File: config.mk
export PLATFORM = sky130hd
export DESIGN_NAME = branch_condition_unit
export DESIGN_NICKNAME = d
export VERILOG_FILES = /design/src/rtl/branch_condition_unit.sv
export SDC_FILE = /design/constraint.sdc
export NUM_CORES = 1
export LEC_CHECK = 0
export BUFFER_PORTS_ARGS = -buffer_cell sky130_fd_sc_hd__buf_2
export CAP_MARGIN = 20
export CORE_AREA = 3 3 40 42
export CTS_BUF_LIST = sky130_fd_sc_hd__clkbuf_4 sky130_fd_sc_hd__clkbuf_8 sky130_fd_sc_hd__clkbuf_16
export DETAILED_ROUTE_END_ITERATION = 12
export DIE_AREA = 0 0 43 45
export HOLD_SLACK_MARGIN = 0.02
export PLACE_DENSITY_LB_ADDON = 0.1
export REMOVE_ABC_BUFFERS = 1
export SYNTH_ARGS = -nofsm -noshare
export SYNTH_HDL_FRONTEND = slang
export SYNTH_SLANG_ARGS = --single-unit
File: constraint.sdc
create_clock -name clock -period 1.15 [get_ports clock]
set_input_delay 0.23 -clock clock [delete_from_list [all_inputs] [get_ports clock]]
set_output_delay 0.23 -clock clock [all_outputs]
set_load 0.03 [all_outputs]
File: src/rtl/branch_condition_unit.sv
// -----------------------------------------------------------------------------
// branch_condition_unit
//
// Consumer side of the processor status flags. Evaluates 4-bit branch
// condition codes against the live N/Z/C/V/M flags behind a valid/ready
// handshake with one registered result stage. Optionally keeps a LIFO of saved
// flag contexts so software-interrupt entry/return can snapshot and restore
// the flags.
//
// Configuration macro:
//   BCU_CTX_STACK_EN  defined     -> flag-context LIFO, push/pop, restore and
//                                    stack status outputs are active.
//                     not defined -> no LIFO; push/pop/clear_error ignored,
//                                    restore/stack outputs tied to idle values.
//
// Parameters:
//   DEPTH          number of flag-context entries in the LIFO (2..16)
//
// Ports:
//   clock          single clock, rising edge
//   reset          asynchronous, active-low reset
//   negative_flag, zero_flag, carry_flag, overflow_flag, mode_flag
//                  live status flags from the status register
//   req_valid      condition request present
//   req_cond[3:0]  condition code
//   req_ready      request accepted when req_valid & req_ready
//   res_valid      result held in the output stage
//   res_taken      condition outcome
//   res_ready      downstream consumes the held result
//   push           save the current five flags onto the LIFO
//   pop            restore the top LIFO entry
//   restore_valid  one-cycle pulse, restored flags on restore_flags
//   restore_flags  restored {N,Z,C,V,M}, holds between pops
//   stack_empty    LIFO holds no entries
//   stack_full     LIFO holds DEPTH entries
//   stack_error    sticky overflow/underflow indication
//   clear_error    synchronous clear of stack_error (a new error wins)
// -----------------------------------------------------------------------------
module branch_condition_unit #(
   parameter int DEPTH = 4
) (
   input  logic       clock,
   input  logic       reset,
   input  logic       negative_flag,
   input  logic       zero_flag,
   input  logic       carry_flag,
   input  logic       overflow_flag,
   input  logic       mode_flag,
   input  logic       req_valid,
   input  logic [3:0] req_cond,
   output logic       req_ready,
   output logic       res_valid,
   output logic       res_taken,
   input  logic       res_ready,
   input  logic       push,
   input  logic       pop,
   output logic       restore_valid,
   output logic [4:0] restore_flags,
   output logic       stack_empty,
   output logic       stack_full,
   output logic       stack_error,
   input  logic       clear_error
);

   typedef enum logic {
      ST_EMPTY = 1'b0,
      ST_FULL  = 1'b1
   } state_t;

   // Flags packed as {N,Z,C,V,M}, the same layout as restore_flags.
   logic [4:0] live_flags;
   assign live_flags = {negative_flag, zero_flag, carry_flag, overflow_flag, mode_flag};

   function automatic logic eval_cond(input logic [3:0] cond, input logic [4:0] f);
      logic n, z, c, v, m;
      logic taken;
      n = f[4];
      z = f[3];
      c = f[2];
      v = f[1];
      m = f[0];
      case (cond)
         4'd0:    taken = z;
         4'd1:    taken = !z;
         4'd2:    taken = c;
         4'd3:    taken = !c;
         4'd4:    taken = n;
         4'd5:    taken = !n;
         4'd6:    taken = v;
         4'd7:    taken = !v;
         4'd8:    taken = c & !z;
         4'd9:    taken = !c | z;
         4'd10:   taken = (n == v);
         4'd11:   taken = (n != v);
         4'd12:   taken = !z & (n == v);
         4'd13:   taken = z | (n != v);
         4'd14:   taken = 1'b1;
         default: taken = m;          // SV: only in mode 1
      endcase
      return taken;
   endfunction

   // ---------------------------------------------------------------------------
   // Result stage
   // ---------------------------------------------------------------------------
   state_t state_reg, state_next;
   logic   res_taken_reg, res_taken_next;
   logic   accept;
   logic   cond_taken;

   assign res_valid  = (state_reg == ST_FULL);
   assign req_ready  = !res_valid | res_ready;
   assign accept     = req_valid & req_ready;
   // Flags are sampled in the acceptance cycle; later flag changes do not
   // disturb a held result.
   assign cond_taken = eval_cond(req_cond, live_flags);
   assign res_taken  = res_taken_reg;

   always_ff @(posedge clock or negedge reset) begin
      if (!reset) begin
         state_reg     <= ST_EMPTY;
         res_taken_reg <= 1'b0;
      end else begin
         state_reg     <= state_next;
         res_taken_reg <= res_taken_next;
      end
   end

   always_comb begin
      state_next     = state_reg;
      res_taken_next = res_taken_reg;
      case (state_reg)
         ST_EMPTY: begin
            if (accept) begin
               state_next     = ST_FULL;
               res_taken_next = cond_taken;
            end
         end
         ST_FULL: begin
            // In FULL an accept implies res_ready, so this is the
            // back-to-back replace case.
            if (accept) begin
               res_taken_next = cond_taken;
            end else if (res_ready) begin
               state_next = ST_EMPTY;
            end
         end
         default: state_next = ST_EMPTY;
      endcase
   end

`ifdef BCU_CTX_STACK_EN
   // ---------------------------------------------------------------------------
   // Flag-context LIFO
   // ---------------------------------------------------------------------------
   localparam int AW = (DEPTH > 1) ? $clog2(DEPTH) : 1;
   localparam int CW = $clog2(DEPTH + 1);

   logic [4:0]    ctx_mem [DEPTH];
   logic [CW-1:0] count_reg, count_next;
   logic          restore_valid_reg;
   logic [4:0]    restore_flags_reg, restore_flags_next;
   logic          error_reg, error_next;
   logic          empty, full;
   logic          do_push, do_pop, err_set;
   logic [AW-1:0] top_idx, wr_idx;

   assign empty   = (count_reg == '0);
   assign full    = (count_reg == CW'(DEPTH));
   assign top_idx = AW'(count_reg - CW'(1));

   // A pop on an empty stack is ignored; a push on a full stack only proceeds
   // when a simultaneous pop frees the top slot.
   assign do_pop  = pop & !empty;
   assign do_push = push & (!full | do_pop);
   assign err_set = (pop & empty) | (push & full & !pop);

   // Push+pop overwrites the slot just read, leaving count unchanged.
   assign wr_idx  = do_pop ? top_idx : count_reg[AW-1:0];

   always_comb begin
      count_next         = count_reg;
      restore_flags_next = restore_flags_reg;
      error_next         = error_reg;
      if (do_push && !do_pop) begin
         count_next = count_reg + CW'(1);
      end else if (do_pop && !do_push) begin
         count_next = count_reg - CW'(1);
      end
      if (do_pop) begin
         restore_flags_next = ctx_mem[top_idx];
      end
      if (err_set) begin
         error_next = 1'b1;
      end else if (clear_error) begin
         error_next = 1'b0;
      end
   end

   // Storage has no reset: entries above count are meaningless, so clearing
   // count on reset discards the contents.
   always_ff @(posedge clock) begin
      if (do_push) begin
         ctx_mem[wr_idx] <= live_flags;
      end
   end

   always_ff @(posedge clock or negedge reset) begin
      if (!reset) begin
         count_reg         <= '0;
         restore_valid_reg <= 1'b0;
         restore_flags_reg <= '0;
         error_reg         <= 1'b0;
      end else begin
         count_reg         <= count_next;
         restore_valid_reg <= do_pop;
         restore_flags_reg <= restore_flags_next;
         error_reg         <= error_next;
      end
   end

   assign restore_valid = restore_valid_reg;
   assign restore_flags = restore_flags_reg;
   assign stack_empty   = empty;
   assign stack_full    = full;
   assign stack_error   = error_reg;
`else
   // No context storage: stack controls are ignored, outputs sit idle.
   logic unused_stack_inputs;
   assign unused_stack_inputs = ^{push, pop, clear_error};

   assign restore_valid = 1'b0;
   assign restore_flags = 5'd0;
   assign stack_empty   = 1'b1;
   assign stack_full    = 1'b0;
   assign stack_error   = 1'b0;
`endif

endmodule

## After elaboration in Yosys (flattened, before gate mapping)

Index checks and enable logic that the tools add are counted.

| operators by class | value |
|---|---|
| multiplexer cells | 6 |
| eq/ne operators | 16 |
| bitwise operators | 7 |
| reduce and logical (&&, ||, !) cells | 6 |

Operators with widths:

| kind | number |
|---|---|
| 4-bit equality test (second input constant) | 7 |
| 4-bit by 3-bit equality test with 1-bit output (second input constant) | 4 |
| 1-bit one-hot mux with 15 select lines | 1 |
| 4-bit by 2-bit equality test with 1-bit output (second input constant) | 2 |
| 1-bit logical NOT | 5 |
| 4-bit by 1-bit equality test with 1-bit output (second input constant) | 1 |
| 4-bit logical NOT | 1 |
| 1-bit two-way mux | 4 |
| 1-bit AND | 3 |
| 1-bit OR | 3 |
| 1-bit one-hot mux with 2 select lines | 1 |
| 1-bit equality test | 1 |
| 1-bit != test | 1 |
| 1-bit inverter | 1 |

| storage, ports and cells | value |
|---|---|
| bits in registers | 2 |
| output and inout port bits | 12 |

## Longest topological paths before layout

| depth | value |
|---|---|
| depth in word-level cells | 5 |
| depth in mapped cells | 5 |
| gate-level depth less buffers | 4 |

## Worst setup path before layout

Ideal clock, no wire load.

| path | value |
|---|---|
| path kind | flip-flop to flip-flop |
| from | register state_reg, in the netlist res_valid |
| to | register res_taken_reg, in the netlist res_taken |
| setup slack | -0.244 ns |
| stages on the path, launching flop included | 5 |
| arrival time | 1.260 ns |
| path through | dfrtp_1 -> nand2b_1 -> nand3_1 -> a221oi_1 -> a31oi_1 |

| on the way | value |
|---|---|
| word-level cells in the longest chain between the ends | 3 |

RTL lines:

| item | line | RTL |
|---|---|---|
| start: declaration | 106 | `state_t state_reg, state_next;` |
| start signal: assignment | 124 | `state_reg <= state_next;` |
| 1-bit logical NOT | 112 | `assign req_ready = !res_valid \| res_ready;` |
| 1-bit OR | 112 |  |
| via req_ready | 51 | `output logic req_ready,` |
| 1-bit AND | 113 | `assign accept = req_valid & req_ready;` |
| end signal: assignment | 125 | `res_taken_reg <= res_taken_next;` |
| end: declaration | 107 | `logic res_taken_reg, res_taken_next;` |

The timed path passes the listed nets, and every way through them passes these cells.
A chain may end at the register's enable or synchronous reset.

## Worst setup path in the final report

| path | value |
|---|---|
| from | register state_reg, in the netlist res_valid |
| to | output port req_ready |

| on the way | value |
|---|---|
| word-level cells in the longest chain between the ends | 2 |

RTL lines:

| item | line |
|---|---|
| 1-bit logical NOT | 112 |
| 1-bit OR | 112 |
| end: declaration | 51 |

No other way between the ends.

==> out/metrics.csv <==
metric,value,unit
Die Height,45,µm
Initial Util,34.2,%
Yosys warnings,0,
# H-tree levels,1,
Worst EP required,0.92,ns
1st-iter DRT viols,3,
DR pass1 iterations,4,
Async SR Flop Fraction,100,%
utilization after layout,46.4,%
CP arrival,0.85,ns
Mapped Avg Cell Area,8.13,µm²
Vias,442,
setup violators final,0,
Core Region,1280,µm²
total wire length,922,µm
area of the multi-input gates,305,µm²
grt ovf,0,
Synth-to-Final Area Change,35.9,%
met3 Usage GRT,0.398,%
Placer Congestion,0.703,
worst hold margin,0.255,ns
unrepaired setup endpoints after global routing,no,
layout cells sized above 1,48.1,%
"Cell Area, Placed",543,µm²
Crit. Startpoint,res_valid,
antenna-violating nets left,0,
min cycle time layout,1.08,ns
fmax,922,MHz
diode count,0,
Die Wd,43,µm
largest net degree at the start of global routing,9,
crit path capture type,primary output,
status,finished clean,
reg-to-reg startpoint,res_valid,
post-synth cell types,33,
post-synthesis sequential area ratio,11.4,%
vias in the first global route,408,
Most used DFF post-synth,dfrtp_1,
Mapped Cells,54,
fin. max-slew vios,0,
DR WL/cell,9.60,µm
peak supply drop,0.398,mV
Worst setup SP type,flop,
global-route wire length before repair,1570,µm
Setup Crit Path Kind,flop to primary output,
initial antenna violation count,0,
clk_skew,0.00169,ns
total CTS buffers,3,
synthesized area,439,µm²
Placement Rows,13,
Post-Layout Inst Area,597,µm²
final HPWL from detailed placement,758,µm
Max-Cap Viols,0,
Static Leak,0.304,nW
# DRC,0,
hold crit path type,primary input to flop,
Die Area,1940,µm²
grt peak-use layer,met2,
crit-path max FO,5,
CTS tree,built,
period utilization,94.3,%
latest clock arrival within the worst-skew pair,0.22,ns
Clock Sinks,2,
fillers,135,
NumNets Final,99,
setup_tns,0,ns
Max clock buf depth,2,
met1 usage,13.9,%
register bit count reported by yosys,2,
port buffer count,15,
number of flops mapped to enable cells by yosys,0,
Reg area,50.0,µm²
Final Hold Vio Count,0,
Root Buffer Master,clkbuf_4,
io pins,28,
hold_sp,req_valid,
Vias/cell,4.60,
total track usage,10.2,%
met2 usage,16.5,%
Pwr Density,800,nW/µm²
"Reg clk slew, reported paths",0.03,ns
[cell families (layout without fill, tap and decap cells)]
family	Yosys count	in the layout	share of synthesized area, %
AND/OR/NAND/NOR	21	21	31.3
buffers and inverters	14	34	26.8
flip-flops	2	2	11.4
multiplexers	2	2	4.56
XOR/XNOR	2	2	3.99
AO/OA/AOI/OAI	11	11	20.2
other	2	9	1.71
[timing repair]
item	CTS	global route
cloned	0	0
hold buffers	1	0
buffers inserted	1	0
endpoints found under the hold margin	2	0
setup endpoints to repair	1	2
gates resized for setup	2	1
[metrics by stage]
stage	setup slack (ns)	power (mW)	instances
CTS	0.00286	0.479	96
global route	0.00180	0.513	96
global placement	-0.188	0.312	91
floorplan	-0.244	0.212	48
detailed placement	-0.173	0.311	91
finish	0.0655	0.478	96
[worst paths after layout]
path / to / slack, ns / cells past startpoint
setup / recovery: req_ready / 0.07 / 2
hold / removal: res_valid / 0.25 / 2
setup reg to reg: res_taken / 0.12 / 4
hold reg to reg: res_taken / 0.66 / 3
max in group asynchronous: res_valid / 0.72 / 2
min in group asynchronous: res_taken / 0.33 / 2
[where the power goes]
| part | switching [mW] | internal, mW |
|---|---|---|
| clock | 0.0393 | 0.115 |
| combinational | 0.133 | 0.104 |
| sequential | 0.00554 | 0.0800 |
[metal layers]
metal / wire length (µm) / vias up
met4: 0 / 0
met3: 99 / 0
met1: 411 / 188
met5: 0 / -
li1: - / 235
met2: 411 / 19
[Yosys cell counts (2+ instances only)]
| cell type | count | area share, % |
|---|---|---|
| buf_4 | 10 | 17 |
| nor2_1 | 4 | 3.4 |
| nand3_1 | 3 | 3.4 |
| a31oi_1 | 2 | 2.8 |
| clkbuf_8 | 2 | 6.3 |
| conb_1 | 2 | 1.7 |
| dfrtp_1 | 2 | 11 |
| mux2i_1 | 2 | 4.6 |
| nand2b_1 | 2 | 2.8 |
| nor3b_1 | 2 | 3.4 |
[layout by cell type, fill, tap and decap left out, drive strengths merged, types with 2 or more instances in the layout]
cell	netlist	final
a31oi	2	2
buf	11	29
clkbuf	2	3
conb	2	9
dfrtp	2	2
mux2i	2	2
nand2b	3	3
nand3	3	3
nor2	4	4
nor3b	2	2
[final cells by class]
cell class / count / share of cell area [%]
well taps: 15 / 3.14
flip-flops and latches: 2 / 8.39
multi-input cells: 45 / 51.2
inverters: 1 / 0.629
clock buffers: 3 / 3.77
repair buffers: 30 / 32.9
[critical path, stage by stage, from the launching register on]
cell and delay [ns]:
dfrtp_1 0.40, nand2b_4 0.10, buf_6 0.13
Note: power is estimated with default switching activity, not from simulation.
